===== config.mk =====
export PLATFORM = sky130hd
export DESIGN_NAME = rng_stream
export DESIGN_NICKNAME = d
export VERILOG_FILES = /design/src/rtl/rng_pkg.sv /design/src/rtl/rng_stream_lfsr_lane.sv /design/src/rtl/rng_stream.sv
export SDC_FILE = /design/constraint.sdc
export NUM_CORES = 1
export LEC_CHECK = 0
export CAP_MARGIN = 40
export CORE_ASPECT_RATIO = 2
export CORE_MARGIN = 3
export CORE_UTILIZATION = 40
export DETAILED_ROUTE_END_ITERATION = 10
export GPL_TIMING_DRIVEN = 0
export PLACE_DENSITY = 0.65
export SYNTH_ARGS = -nofsm -noshare
export SYNTH_HDL_FRONTEND = slang
export SYNTH_SLANG_ARGS = --single-unit
export TNS_END_PERCENT = 30

===== constraint.sdc =====
create_clock -name clk -period 24.2 [get_ports clk]
set_input_delay 6.05 -clock clk [delete_from_list [all_inputs] [get_ports clk]]
set_output_delay 6.05 -clock clk [all_outputs]
set_load 0.02 [all_outputs]

===== src/rtl/rng_pkg.sv =====
// Shared constants and helpers for the multi-lane Galois LFSR stream generator.
package rng_pkg;

    localparam logic [31:0] TAPS = 32'h80200003;

    typedef enum logic {
        ST_WARMUP = 1'b0,
        ST_READY  = 1'b1
    } rng_state_t;

    // Each lane gets a distinct, well-spread base seed.
    function automatic logic [31:0] lane_seed(input int unsigned idx);
        logic [31:0] n;
        n = 32'(idx) + 32'd1;
        return n * 32'h0FE1910D;
    endfunction

    function automatic logic [31:0] lfsr_next(input logic [31:0] s);
        return (s >> 1) ^ (s[0] ? TAPS : 32'h0);
    endfunction

endpackage


===== src/rtl/rng_stream_lfsr_lane.sv =====
// One 32-bit Galois LFSR lane with a load port that can never leave it all-zero.
module lfsr_lane
    import rng_pkg::*;
#(
    parameter logic [31:0] RESET_VAL = 32'h0000_0001
) (
    input  logic        clk,
    input  logic        rst,
    input  logic        step,
    input  logic        load,
    input  logic [31:0] load_val,
    output logic [31:0] state
);

    logic [31:0] state_q;
    logic [31:0] state_d;

    always_comb begin
        state_d = state_q;
        if (load) begin
            // All-zero is the LFSR's lock-up state, so substitute 1.
            state_d = (load_val == 32'h0) ? 32'h0000_0001 : load_val;
        end else if (step) begin
            state_d = lfsr_next(state_q);
        end
    end

    always_ff @(posedge clk or posedge rst) begin
        if (rst) begin
            state_q <= RESET_VAL;
        end else begin
            state_q <= state_d;
        end
    end

    assign state = state_q;

endmodule


===== src/rtl/rng_stream.sv =====
// Streaming PRNG: WIDTH LFSR lanes, one bit each per word, with reseed and warm-up discard.
module rng_stream
    import rng_pkg::*;
#(
    parameter int WIDTH    = 16,
    parameter int LFSR_LEN = 32,
    parameter int WARMUP   = 32
) (
    input  logic             clk,
    input  logic             rst,
    input  logic             seed_write,
    input  logic [31:0]      seed_in,
    output logic             busy,
    output logic             out_valid,
    input  logic             out_ready,
    output logic [WIDTH-1:0] out_data,
    output logic             dbg_state
);

    if (LFSR_LEN != 32) begin : g_bad_len
        $error("rng_stream: LFSR_LEN must be 32");
    end

    localparam int CW = (WARMUP < 1) ? 1 : $clog2(WARMUP + 1);
    localparam logic [CW-1:0] LAST = CW'((WARMUP > 0) ? WARMUP - 1 : 0);
    localparam rng_state_t RST_STATE = (WARMUP == 0) ? ST_READY : ST_WARMUP;

    rng_state_t    state_q, state_d;
    logic [CW-1:0] cnt_q, cnt_d;
    logic          valid_q, valid_d;
    logic          busy_q, busy_d;
    logic          step;

    // Handshake: a word transfers on any edge where out_valid && out_ready are both
    // high; out_valid never drops without a transfer except on reseed, and a
    // coincident seed_write cancels the transfer (no step, word not consumed).
    always_comb begin
        state_d = state_q;
        cnt_d   = cnt_q;
        step    = 1'b0;
        if (seed_write) begin
            state_d = RST_STATE;
            cnt_d   = '0;
        end else if (state_q == ST_WARMUP) begin
            step = 1'b1;
            if (cnt_q == LAST) begin
                state_d = ST_READY;
            end else begin
                cnt_d = cnt_q + CW'(1);
            end
        end else if (out_ready) begin
            step = 1'b1;
        end
        valid_d = (state_d == ST_READY);
        busy_d  = (state_d == ST_WARMUP);
    end

    always_ff @(posedge clk or posedge rst) begin
        if (rst) begin
            state_q <= RST_STATE;
            cnt_q   <= '0;
            valid_q <= (RST_STATE == ST_READY);
            busy_q  <= (RST_STATE == ST_WARMUP);
        end else begin
            state_q <= state_d;
            cnt_q   <= cnt_d;
            valid_q <= valid_d;
            busy_q  <= busy_d;
        end
    end

    for (genvar i = 0; i < WIDTH; i++) begin : g_lane
        logic [31:0] lane_state;

        lfsr_lane #(
            .RESET_VAL(lane_seed(i))
        ) u_lane (
            .clk     (clk),
            .rst     (rst),
            .step    (step),
            .load    (seed_write),
            .load_val(lane_seed(i) ^ seed_in),
            .state   (lane_state)
        );

        assign out_data[i] = lane_state[0];
    end

    assign out_valid = valid_q;
    assign busy      = busy_q;
    assign dbg_state = state_q;

endmodule

Word level (Yosys, flattened, before mapping):

Cells that the tools add are included.

* register bits: 520
* bits in latches: 0
* memory bits (writable): 0
* ROM bits: 0
* bits of input ports: 36
* memories kept: 0

* add/sub/neg operators: 1
* $mul: 0
* div/mod/pow operators: 0
* magnitude comparators: 0
* eq/ne operators: 3
* shifts and indexed selects: 0
* mux-type cells: 73
* bitwise operators: 33
* reduce and logical (&&, ||, !) cells: 18

Operators with widths (count)
* two-way mux 32 bit: 64
* logical NOT 32 bit: 16
* XOR 31 x 32 -> 32 bit: 16
* inverter 17 bit: 5
* inverter 14 bit: 5
* inverter 21 bit: 2
* inverter 18 bit: 2
* inverter 22 bit: 1
* inverter 19 bit: 1
* two-way mux 6 bit: 3
* adder 6 x 1 -> 6 bit (second input constant): 1
* == test 6 x 5 -> 1 bit (second input constant): 1
* two-way mux 1 bit: 6
* inequality test 2 bit (second input constant): 2
* AND reduction 2 bit: 1
* nonzero test 2 bit: 1
* inverter 1 bit: 1

Depth between registers and ports, before layout:

Gate-level depths: netlist (run 1).

* word-level depth: 5
* gate-level depth with buffers: 7
* mapped depth without buffers: 5

Modules after synthesis:

From an unflattened synthesis (run 1), not the netlist that was laid out.

* cell total of the unflattened synthesis: 2574
* area, all modules: 26482.9 µm²

By module, submodules not included
* lfsr_lane at g_lane[11].u_lane ...: instances 5, cells each 156, area an instance 1619.1 µm², sequential area each 822.0 µm²
* lfsr_lane at g_lane[0].u_lane ...: instances 5, cells each 156, area an instance 1615.3 µm², sequential area each 818.3 µm²
* lfsr_lane at g_lane[13].u_lane ...: instances 2, cells each 156, area an instance 1624.1 µm², sequential area each 827.0 µm²
* lfsr_lane at g_lane[12].u_lane ...: instances 2, cells each 156, area an instance 1620.3 µm², sequential area each 823.3 µm²
* lfsr_lane at g_lane[14].u_lane: instances 1, cells each 156, area an instance 1625.3 µm², sequential area each 828.3 µm²
* lfsr_lane at g_lane[10].u_lane: instances 1, cells each 156, area an instance 1621.6 µm², sequential area each 824.5 µm²
* rng_stream: instances 1, cells each 78, area an instance 575.6 µm², sequential area each 201.4 µm²

Least setup slack after synthesis (run 1):

No wires, ideal clock.

* path kind: input port to flip-flop
* start point: in seed_in[8]
* end point: reg g_lane[3].u_lane.state_q[0]
* library setup time: 103 ps
* arrival: 7484 ps
* data required time: 24097 ps
* slack: 16612 ps
* cell stages on the path: 4
* cell sequence: or3b_1 or2_0 or4_4 o41ai_2

* longest elaborated chain between the ends: 3

Ends and longest elaborated chain
* from (decl): line rng_stream.sv:12 `input logic [31:0] seed_in,`
* logical NOT 32 bit: line rng_stream_lfsr_lane.sv:22 `state_d = (load_val == 32'h0) ? 32'h0000_0001 : load_val;`
* two-way mux 32 bit: line rng_stream_lfsr_lane.sv:22
* two-way mux 32 bit: line rng_stream_lfsr_lane.sv:20 `if (load) begin`
* to (signal assigned): line rng_stream_lfsr_lane.sv:32 `state_q <= state_d;`
* to (decl): line rng_stream_lfsr_lane.sv:15 `logic [31:0] state_q;`

Every way passes these cells.
A chain may end at the register's enable or synchronous reset.

Worst setup path after layout (run 1):

* start point: in out_ready
* end point: reg g_lane[11].u_lane.state_q[31]

* longest elaborated chain between the ends: 4

Ends and longest elaborated chain
* from (decl): line rng_stream.sv:15 `input logic out_ready,`
* two-way mux 1 bit: line rng_stream.sv:51 `end else if (out_ready) begin`
* two-way mux 1 bit: line rng_stream.sv:44 `end else if (state_q == ST_WARMUP) begin`
* two-way mux 1 bit: line rng_stream.sv:41 `if (seed_write) begin`
* nonzero test 2 bit (no source line)
* to (signal assigned): line rng_stream_lfsr_lane.sv:32
* to (decl): line rng_stream_lfsr_lane.sv:15

Every way passes these cells.

==> impl_summary.md, run 1 <==
Clock tree
The number of buffers created by CTS is 46. The count of hold-fix buffers inserted at cts is 0. CTS saw 520 sinks.

The number of buffers inserted by post-CTS setup repair is 0. The CTS tree is yes. The clock-pin slew reported for the worst setup and hold paths after clock tree synthesis is 70 ps.

The clock root buffer is sky130_fd_sc_hd__clkbuf_16. The clock insertion delay at the later pin of the skew report is 600 ps. The buffer depth of the longest clock path is 3.

The H-tree was split into 2 levels. The post-cts sizing count is 0.

Setup path
The number of buffers and inverters on the critical path is 5. The largest single stage delay on the critical path is 690 ps. Data on the critical path is required at its endpoint by 24700 ps. The cell that appears most often on the critical path is sky130_fd_sc_hd__clkbuf_1.

The startpoint type of the worst setup path is an input port. For this design, the slowest cell found on the critical path is sky130_fd_sc_hd__clkbuf_1. Broken down by cell family, the worst path's largest delay share belongs to buffers and inverters. The critical path class is input port to flop. The critical path endpoint category is a flop. The worst path arrival time is 9220 ps. Along the worst path, the maximum fanout reaches 10. The critical path goes through clkdlybuf4s50_1 > nor2b_1 > buf_2 > clkbuf_1 > clkbuf_1 > clkbuf_1 > nand2_1 > a31oi_1.

Drt
Dividing the detail-routed wire length by the instance count gives 24.40 um. In this run, the number of DRC markers left after iteration 0 of detailed routing was 2343. Across all layers, the routed design uses 20.70k vias.

The detail route stage leaves a number of antenna-violating nets equal to 0. For this block, the routed nets add up to 85.05 mm of wire. The pre-antenna-repair detailed-routing pass consisted of 6 iterations. The number of vias per cell after detailed routing is 5.940. The remaining design rule violation count is 0.

Synth
In this run the biggest area consumer among cell types represents 31.27% of the synthesized area. The fraction of registers with async set/reset is 100.0%. Sequential elements use 57.79% of the synthesized area. After synthesis, the netlist uses 56 different library cells. The Yosys warning count is 0. Sorting the synthesized cells by how often they occur yields sky130_fd_sc_hd__nand2_1 (943), sky130_fd_sc_hd__a31oi_1 (469), sky130_fd_sc_hd__dfstp_2 (275), sky130_fd_sc_hd__dfrtp_1 (245), sky130_fd_sc_hd__clkbuf_1 (164). The synthesized instance count is 2547. Summed over all instances, the cell type with the most area after synthesis is sky130_fd_sc_hd__dfstp_2. After synthesis, the cell types taking the most area are sky130_fd_sc_hd__dfstp_2 (31%), sky130_fd_sc_hd__dfrtp_1 (27%), sky130_fd_sc_hd__nand2_1 (15%). By instance count, the leading cell after synthesis is sky130_fd_sc_hd__nand2_1.

The area of the mapped netlist is 23110 um2. The count of flip-flops with a built-in enable after synthesis is 0. For this run, the leading register cell type out of synthesis is sky130_fd_sc_hd__dfstp_2. A synthesized cell averages 9.074 um2. Counting every net in the synthesized netlist gives 2584. The register bit count reported by yosys is 520.

Placement
The wire-length estimate of the detail-placed layout is 62.01 mm. The setup slack after placement is 14960 ps. In this run the tool buffered the top-level ports with 50 buffer cells.

After detailed placement, the total cell area comes to 25140 um2. At the end of routability-driven placement, the weighted congestion stood at 1.017.

STA
Dividing the final minimum period by the clock period gives 36.01%. The remaining max-slew budget at the tightest pin is 37.05%. On the final layout, the worst clock skew is 20.37 ps. The number of hold violations in the final report was 0.

The count of endpoints failing setup in the final report is 0. The worst path setup slack after routing is 15480 ps. Counting I/O delays and the setup requirement, the final critical path takes 8715 ps. The transition time of the tightest slew-check pin is 944.3 ps. The number of max-slew violations in the final report is 0. Setup repair after global routing left no endpoint under its margin. Derived from the worst setup path, the maximum achievable clock frequency is 114.7 MHz.

Final layout
The post-route cell area is 26700 um2. Cells with a size suffix above 1 make up 16.97% of the layout. The layout overhead on the synthesized area is 15.53%. After the last flow step, the layout net total stands at 2728.

Power
For this design the static power due to leakage is 11.11 nW. Dividing total power by cell area gives a power density of 78.11 nW/um2. The highest ir drop seen on vdd is 0.04680 mV.

Floorplanning
The floorplan step defined a core boundary enclosing 57250 um2. The initial utilization of the core area, before any placement, comes to 40.37%. Measured along the y axis, the die boundary spans 345.9 um.

The floorplan step set the die width to 176.0 um. The floorplan has 124 rows. In this run the count of I/O pins placed on the die edge is 55. The area of the die is 60870 um2.

Hold path
The class of the worst hold path is flop to flop.

Global routing
The overall fraction of global-route tracks in use is 27.76%. The number of antenna violations at the first check in global routing is 2. Entering global routing, the biggest net connects 133 pins.

The global-route congestion overflow total is 0. The first global-routing pass estimated 128.6 mm of wire. The number of global-route vias before repair is 20.49k.

Flow run
Max-cap violations in this run came to 0.

Outcome
The flow ran to the end, and the final reports show no timing, DRC or antenna violations.
-- state kept, by name (all words and copies together) (netlist names) --
name / flops
cnt_q: 6
g_lane.u_lane.state: 512
out_valid: 1
busy: 1
-- power by group --
group	switching, mW	internal [mW]
Combinational	0.157	0.0944
Sequential	0.0634	0.990
Clock	0.354	0.427
Total	0.575	1.51
-- cells by family (layout without fill, tap and decap cells) --
family | Yosys count | after routing | share of synthesized area, %
flip-flops | 520 | 520 | 57.79
multiplexers | 2 | 2 | 0.09203
adder cells (fa/ha/maj) | 1 | 1 | 0.05413
buffers and inverters | 245 | 426 | 4.429
XOR/XNOR | 38 | 38 | 1.440
other | 0 | 1 | 0
AO/OA/AOI/OAI | 588 | 588 | 15.78
AND/OR/NAND/NOR | 1153 | 1153 | 20.42
-- layer usage --
layer | global-route usage [%] | wire length [um] | vias to the layer above
li1 | - | - | 9018
met1 | 33.75 | 31610 | 10320
met2 | 44.53 | 39540 | 1015
met3 | 4.334 | 5946 | 354
met4 | 20.13 | 7954 | 0
met5 | 0 | 0 | -
-- metrics by stage --
stage | utilization, % | hold slack, ps | setup TNS (ps) | instances | total power, mW
detailed placement | 43.92 | 479.5 | 0 | 3399 | 1.313
global placement | 42.89 | 476.0 | -364620 | 3353 | 1.293
global route | 46.63 | 502.2 | 0 | 3484 | 2.159
floorplan | - | 471.3 | 0 | 2547 | 1.197
CTS | 46.63 | 489.4 | 0 | 3484 | 2.089
finish | 46.64 | 485.3 | 0 | 3485 | 2.086
-- final timing paths --
path / start / end / slack [ps] / cells past startpoint
min in group asynchronous: rst / cnt_q[4] / 5970 / 2
worst max register to register: out_valid / g_lane[11].u_lane.state[31] / 21050 / 7
worst min register to register: g_lane[1].u_lane.state[24] / g_lane[1].u_lane.state[23] / 490 / 2
worst max-delay path: out_ready / g_lane[11].u_lane.state[31] / 15480 / 8
max in group asynchronous: rst / g_lane[5].u_lane.state[19] / 15780 / 6
worst min-delay path: g_lane[1].u_lane.state[24] / g_lane[1].u_lane.state[23] / 490 / 2
-- area by class of cell --
| class | instances | area, um2 |
|---|---|---|
| buffer | 233 | 978.4 |
| sequential | 520 | 13360 |
| multi-input combinational | 1782 | 8741 |
| inverter | 12 | 52.55 |
| clock buffer | 63 | 1315 |
| antenna | 1 | 2.502 |
| clock inverter | 22 | 240.2 |
| tap | 756 | 945.9 |
| timing repair buffer | 96 | 1067 |
| fill | 5332 | 30550 |
-- worst register-to-register path, stage by stage (launching register included) --
cell	delay [ps]
sky130_fd_sc_hd__dfrtp_1	470
sky130_fd_sc_hd__nor2b_1	150
sky130_fd_sc_hd__buf_2	240
sky130_fd_sc_hd__clkbuf_1	640
sky130_fd_sc_hd__clkbuf_1	700
sky130_fd_sc_hd__clkbuf_1	560
sky130_fd_sc_hd__nand2_1	120
sky130_fd_sc_hd__a31oi_1	200
-- layout by cell type, fill, tap and decap left out, types with 4 or more instances in the layout --
cell type / synthesis / final
sky130_fd_sc_hd__nand2_1: 943 / 943
sky130_fd_sc_hd__o31ai_1: 12 / 12
sky130_fd_sc_hd__clkdlybuf4s50_1: 0 / 50
sky130_fd_sc_hd__clkbuf_16: 0 / 46
sky130_fd_sc_hd__a31o_2: 4 / 4
sky130_fd_sc_hd__a21oi_1: 43 / 43
sky130_fd_sc_hd__nor4_1: 7 / 7
sky130_fd_sc_hd__clkinv_2: 0 / 14
sky130_fd_sc_hd__dfrtp_1: 245 / 245
sky130_fd_sc_hd__o21ai_0: 41 / 41
sky130_fd_sc_hd__nor2b_1: 10 / 10
sky130_fd_sc_hd__nor3b_1: 7 / 7
sky130_fd_sc_hd__a21boi_0: 5 / 5
sky130_fd_sc_hd__inv_1: 11 / 10
sky130_fd_sc_hd__and3_1: 7 / 7
sky130_fd_sc_hd__nand2b_1: 13 / 13
sky130_fd_sc_hd__buf_2: 32 / 32
sky130_fd_sc_hd__nor2_2: 0 / 4
sky130_fd_sc_hd__buf_1: 20 / 21
sky130_fd_sc_hd__clkbuf_8: 0 / 10
sky130_fd_sc_hd__clkbuf_1: 164 / 171
sky130_fd_sc_hd__nor3_1: 10 / 10
sky130_fd_sc_hd__and4_1: 4 / 4
sky130_fd_sc_hd__xnor2_1: 33 / 33
sky130_fd_sc_hd__nand4_1: 7 / 7
sky130_fd_sc_hd__buf_4: 17 / 22
sky130_fd_sc_hd__dfstp_2: 275 / 275
sky130_fd_sc_hd__nand3_1: 11 / 11
sky130_fd_sc_hd__buf_16: 0 / 4
sky130_fd_sc_hd__a31oi_1: 469 / 469
sky130_fd_sc_hd__or3_1: 13 / 13
sky130_fd_sc_hd__bufinv_16: 0 / 4
sky130_fd_sc_hd__buf_6: 0 / 32
sky130_fd_sc_hd__xor2_1: 5 / 5
sky130_fd_sc_hd__nor2_1: 72 / 68
sky130_fd_sc_hd__and2_1: 27 / 27
Power figures use the tool's default switching activity.
==> run 2, diff against run 1 <==
- clock period: 24.2 -> 8.71 ns (I/O delays scaled with it)
==> run 2 against run 1 <==
  * Flip-flop and latch count stayed put
  * Critical endpoint is now g_lane[9].u_lane.state[19]
  * Register-to-register slack worse by 15000 ps
  * Global-route usage fell by 0.070 points
  * Wire length increased by 0.27%
  * Power rose to 2.8 times the previous value
  * Largest power group unchanged
  * Clock skew hardly changed
  * Clock power rose to 2.8 times the previous value
  * Count of clock-buffer cells in the layout fell by 4
  * Non-clock buffer count is 10 higher
==> impl_summary.md, run 2 (synthesis results as in run 1) <==
STA
For the final routed database, the setup TNS stands at 0 ps. The ratio of final minimum period to clock period is 56.06%. For the finished layout, the period the worst path requires is 4883 ps. The transition time of the tightest slew-check pin is 985.9 ps.

The number of hold violations in the final report came to 0. Setup repair after global routing left no endpoint under its margin. The final hold slack is 484.1 ps. The worst pin sits at a relative slew slack of 34.27%. The number of max-slew violations in the final report is 0.

Setup violations remaining at the end of the flow were counted as 0. Static timing analysis puts the maximum clock frequency at 204.8 MHz. For the final database, setup skew stands at 20.54 ps.

Drt
The number of DRC markers after the initial detailed-route iteration is 2326. Wires add up to 85.28 mm. After detailed routing, the number of vias per cell comes to 5.919. For this block, the via count after detailed routing is 20.66k. The first detailed-routing pass ran for 8 iterations. Dividing the detail-routed wire length by the instance count gives 24.43 um.

In the routed design, unresolved DRC markers number 0. The detail route stage leaves a number of antenna-violating nets equal to 0.

Setup path
Data on the critical path is required at its endpoint by 9200 ps. Among cell families on the critical path, the largest total delay comes from buffers and inverters. The largest single stage delay on the critical path is 730 ps.

The most critical setup path has its startpoint at out_ready. In this run the worst path has a maximum fanout of 10. STA puts the critical path data arrival time at 5370 ps. The critical path endpoint category is a flop. The worst register-to-register path begins at out_valid. The critical path class is input port to flop. STA classifies the critical path startpoint as an input port. The critical path goes through clkdlybuf4s50_1 > nand2b_1 > clkbuf_1 > clkbuf_1 > clkbuf_1 > nand2_1 > a31oi_1. By instance count, the cell type seen most on the critical path is sky130_fd_sc_hd__clkbuf_1. Counting both buffers and inverters, the worst setup path holds a total of 4.

The cell with the largest stage delay on the worst path is sky130_fd_sc_hd__clkbuf_1.

Global routing
Entering global routing, the biggest net connects 42 pins. The overall fraction of global-route tracks in use is 27.69%. The total overflow left after global routing is 0. The number of antenna violations at the first check in global routing was 0. The number of global-route vias before repair is 20.34k.

The first global-routing pass estimated 128.0 mm of wire.

Clock tree
Buffers inserted to repair hold after CTS numbered 0. The clock sink total is 520. The number of H-tree levels is 2. No sink is reached through more buffers than the 3 on the longest clock path.

The CTS tree is yes. The clock-pin slew reported for the worst setup and hold paths after clock tree synthesis is 80 ps. In this run the clock root is driven by a sky130_fd_sc_hd__clkbuf_16.

The number of buffers created by CTS is 44. The post-cts sizing count is 0. The number of buffers inserted by post-CTS setup repair is 0. The clock insertion delay at the later pin of the skew report is 590 ps.

Placement
The cell total after placement is 3409. Buffers placed on the I/O ports in this run total 50. The global placement routability congestion is 0.9955. Detailed placement ended at an HPWL of 63.49 mm.

Final layout
In the final design database the tool counted 2736 nets. The post-route netlist has 17.20% of its cells at a drive strength greater than 1. The flip-flop count of the largest register after layout is 512. The library cell used most frequently in the layout, excluding fill and tap cells, is sky130_fd_sc_hd__nand2_1. The total of fill cells in the finished design is 5335. The number of non-filler instances in the completed layout is 3490. Leaving out fill and tap cells, the most frequent cells in the layout are sky130_fd_sc_hd__nand2_1 (943), sky130_fd_sc_hd__a31oi_1 (469), sky130_fd_sc_hd__dfstp_2 (275). The layout overhead on the synthesized area is 16.36%.

Floorplanning
After floorplanning, the core was sized to cover 57250 um2. The area of the die is 60870 um2. The number of top-level pins is 55. The floorplan has 124 rows.

The vertical die dimension is 345.9 um. The die outline width is 176.0 um. The starting density of the core is 40.37%.

Power
The total power is 5.847 mW. The cell area power density is 217.4 nW/um2. The leakage power figure is 11.18 nW.

The highest ir drop seen on vdd is 0.1180 mV.

Hold path
The worst hold path begins at g_lane[4].u_lane.state[27]. The class of the worst hold path is flop to flop.

Outcome
The run finished with clean final reports.

Flow run
The number of maximum-capacitance violations is 0.
[run 2: changes by cell type in the layout (fill, tap and decap cells not counted), sizes merged]
cell           change
clkdlybuf4s18      -1
buf               +11
clkinvlp           +1
clkinv             -3
clkbuf             -4
bufinv             +4
inv                -3
[run 2: final timing paths]
check	end	slack [ps]	cells past startpoint
min in group asynchronous	g_lane[11].u_lane.state[21]	1950	2
hold reg to reg	g_lane[4].u_lane.state[26]	480	2
setup / recovery	g_lane[9].u_lane.state[19]	3830	7
setup reg to reg	g_lane[14].u_lane.state[25]	5580	7
hold / removal	g_lane[4].u_lane.state[26]	480	2
max in group asynchronous	g_lane[6].u_lane.state[13]	4900	8
[run 2: worst reg2reg max path, delay by kind of cell, from the launching register on]
family                 cells  cell delay (ps)
AOI/OAI and AO/OA          1              240
buffers and inverters      4             2050
DFF                        1              470
and+or+nand+nor            2              290
[run 2: final cells by class]
cell class	instances	area (um2)	area share (%)
multi-input cells	1782	8746	32.52
diodes	1	2.502	0.009306
well taps	756	945.9	3.518
clock buffers	59	1249	4.644
plain buffers	233	978.4	3.639
repair buffers	106	1255	4.667
flip-flops and latches	520	13360	49.67
inverters	12	48.80	0.1815
clock inverters	21	309.0	1.149
[run 2: report_power, final]
group / internal, mW / leakage [nW] / switching (mW)
sequential: 2.75 / 5.66 / 0.179
combinational: 0.271 / 4.74 / 0.436
clock: 1.25 / 0.777 / 0.962
total: 4.27 / 11.2 / 1.58
[run 2: metal layers]
metal  part of all wire, %  track usage, %
met5                     0               0
met2                    47           44.96
met4                   8.8           19.56
met3                   7.3           4.213
met1                    36           33.49
[run 2: through the flow]
step | utilization (%) | setup WS (ps) | cell area (um2)
2_1_floorplan | - | -307.2 | 23110
3_3_place_gp | 42.90 | -3387 | 24560
3_5_place_dp | 44.25 | 3358 | 25330
4_1_cts | 46.97 | 3937 | 26890
5_1_grt | 46.97 | 3798 | 26890
6_report | 46.97 | 3827 | 26890
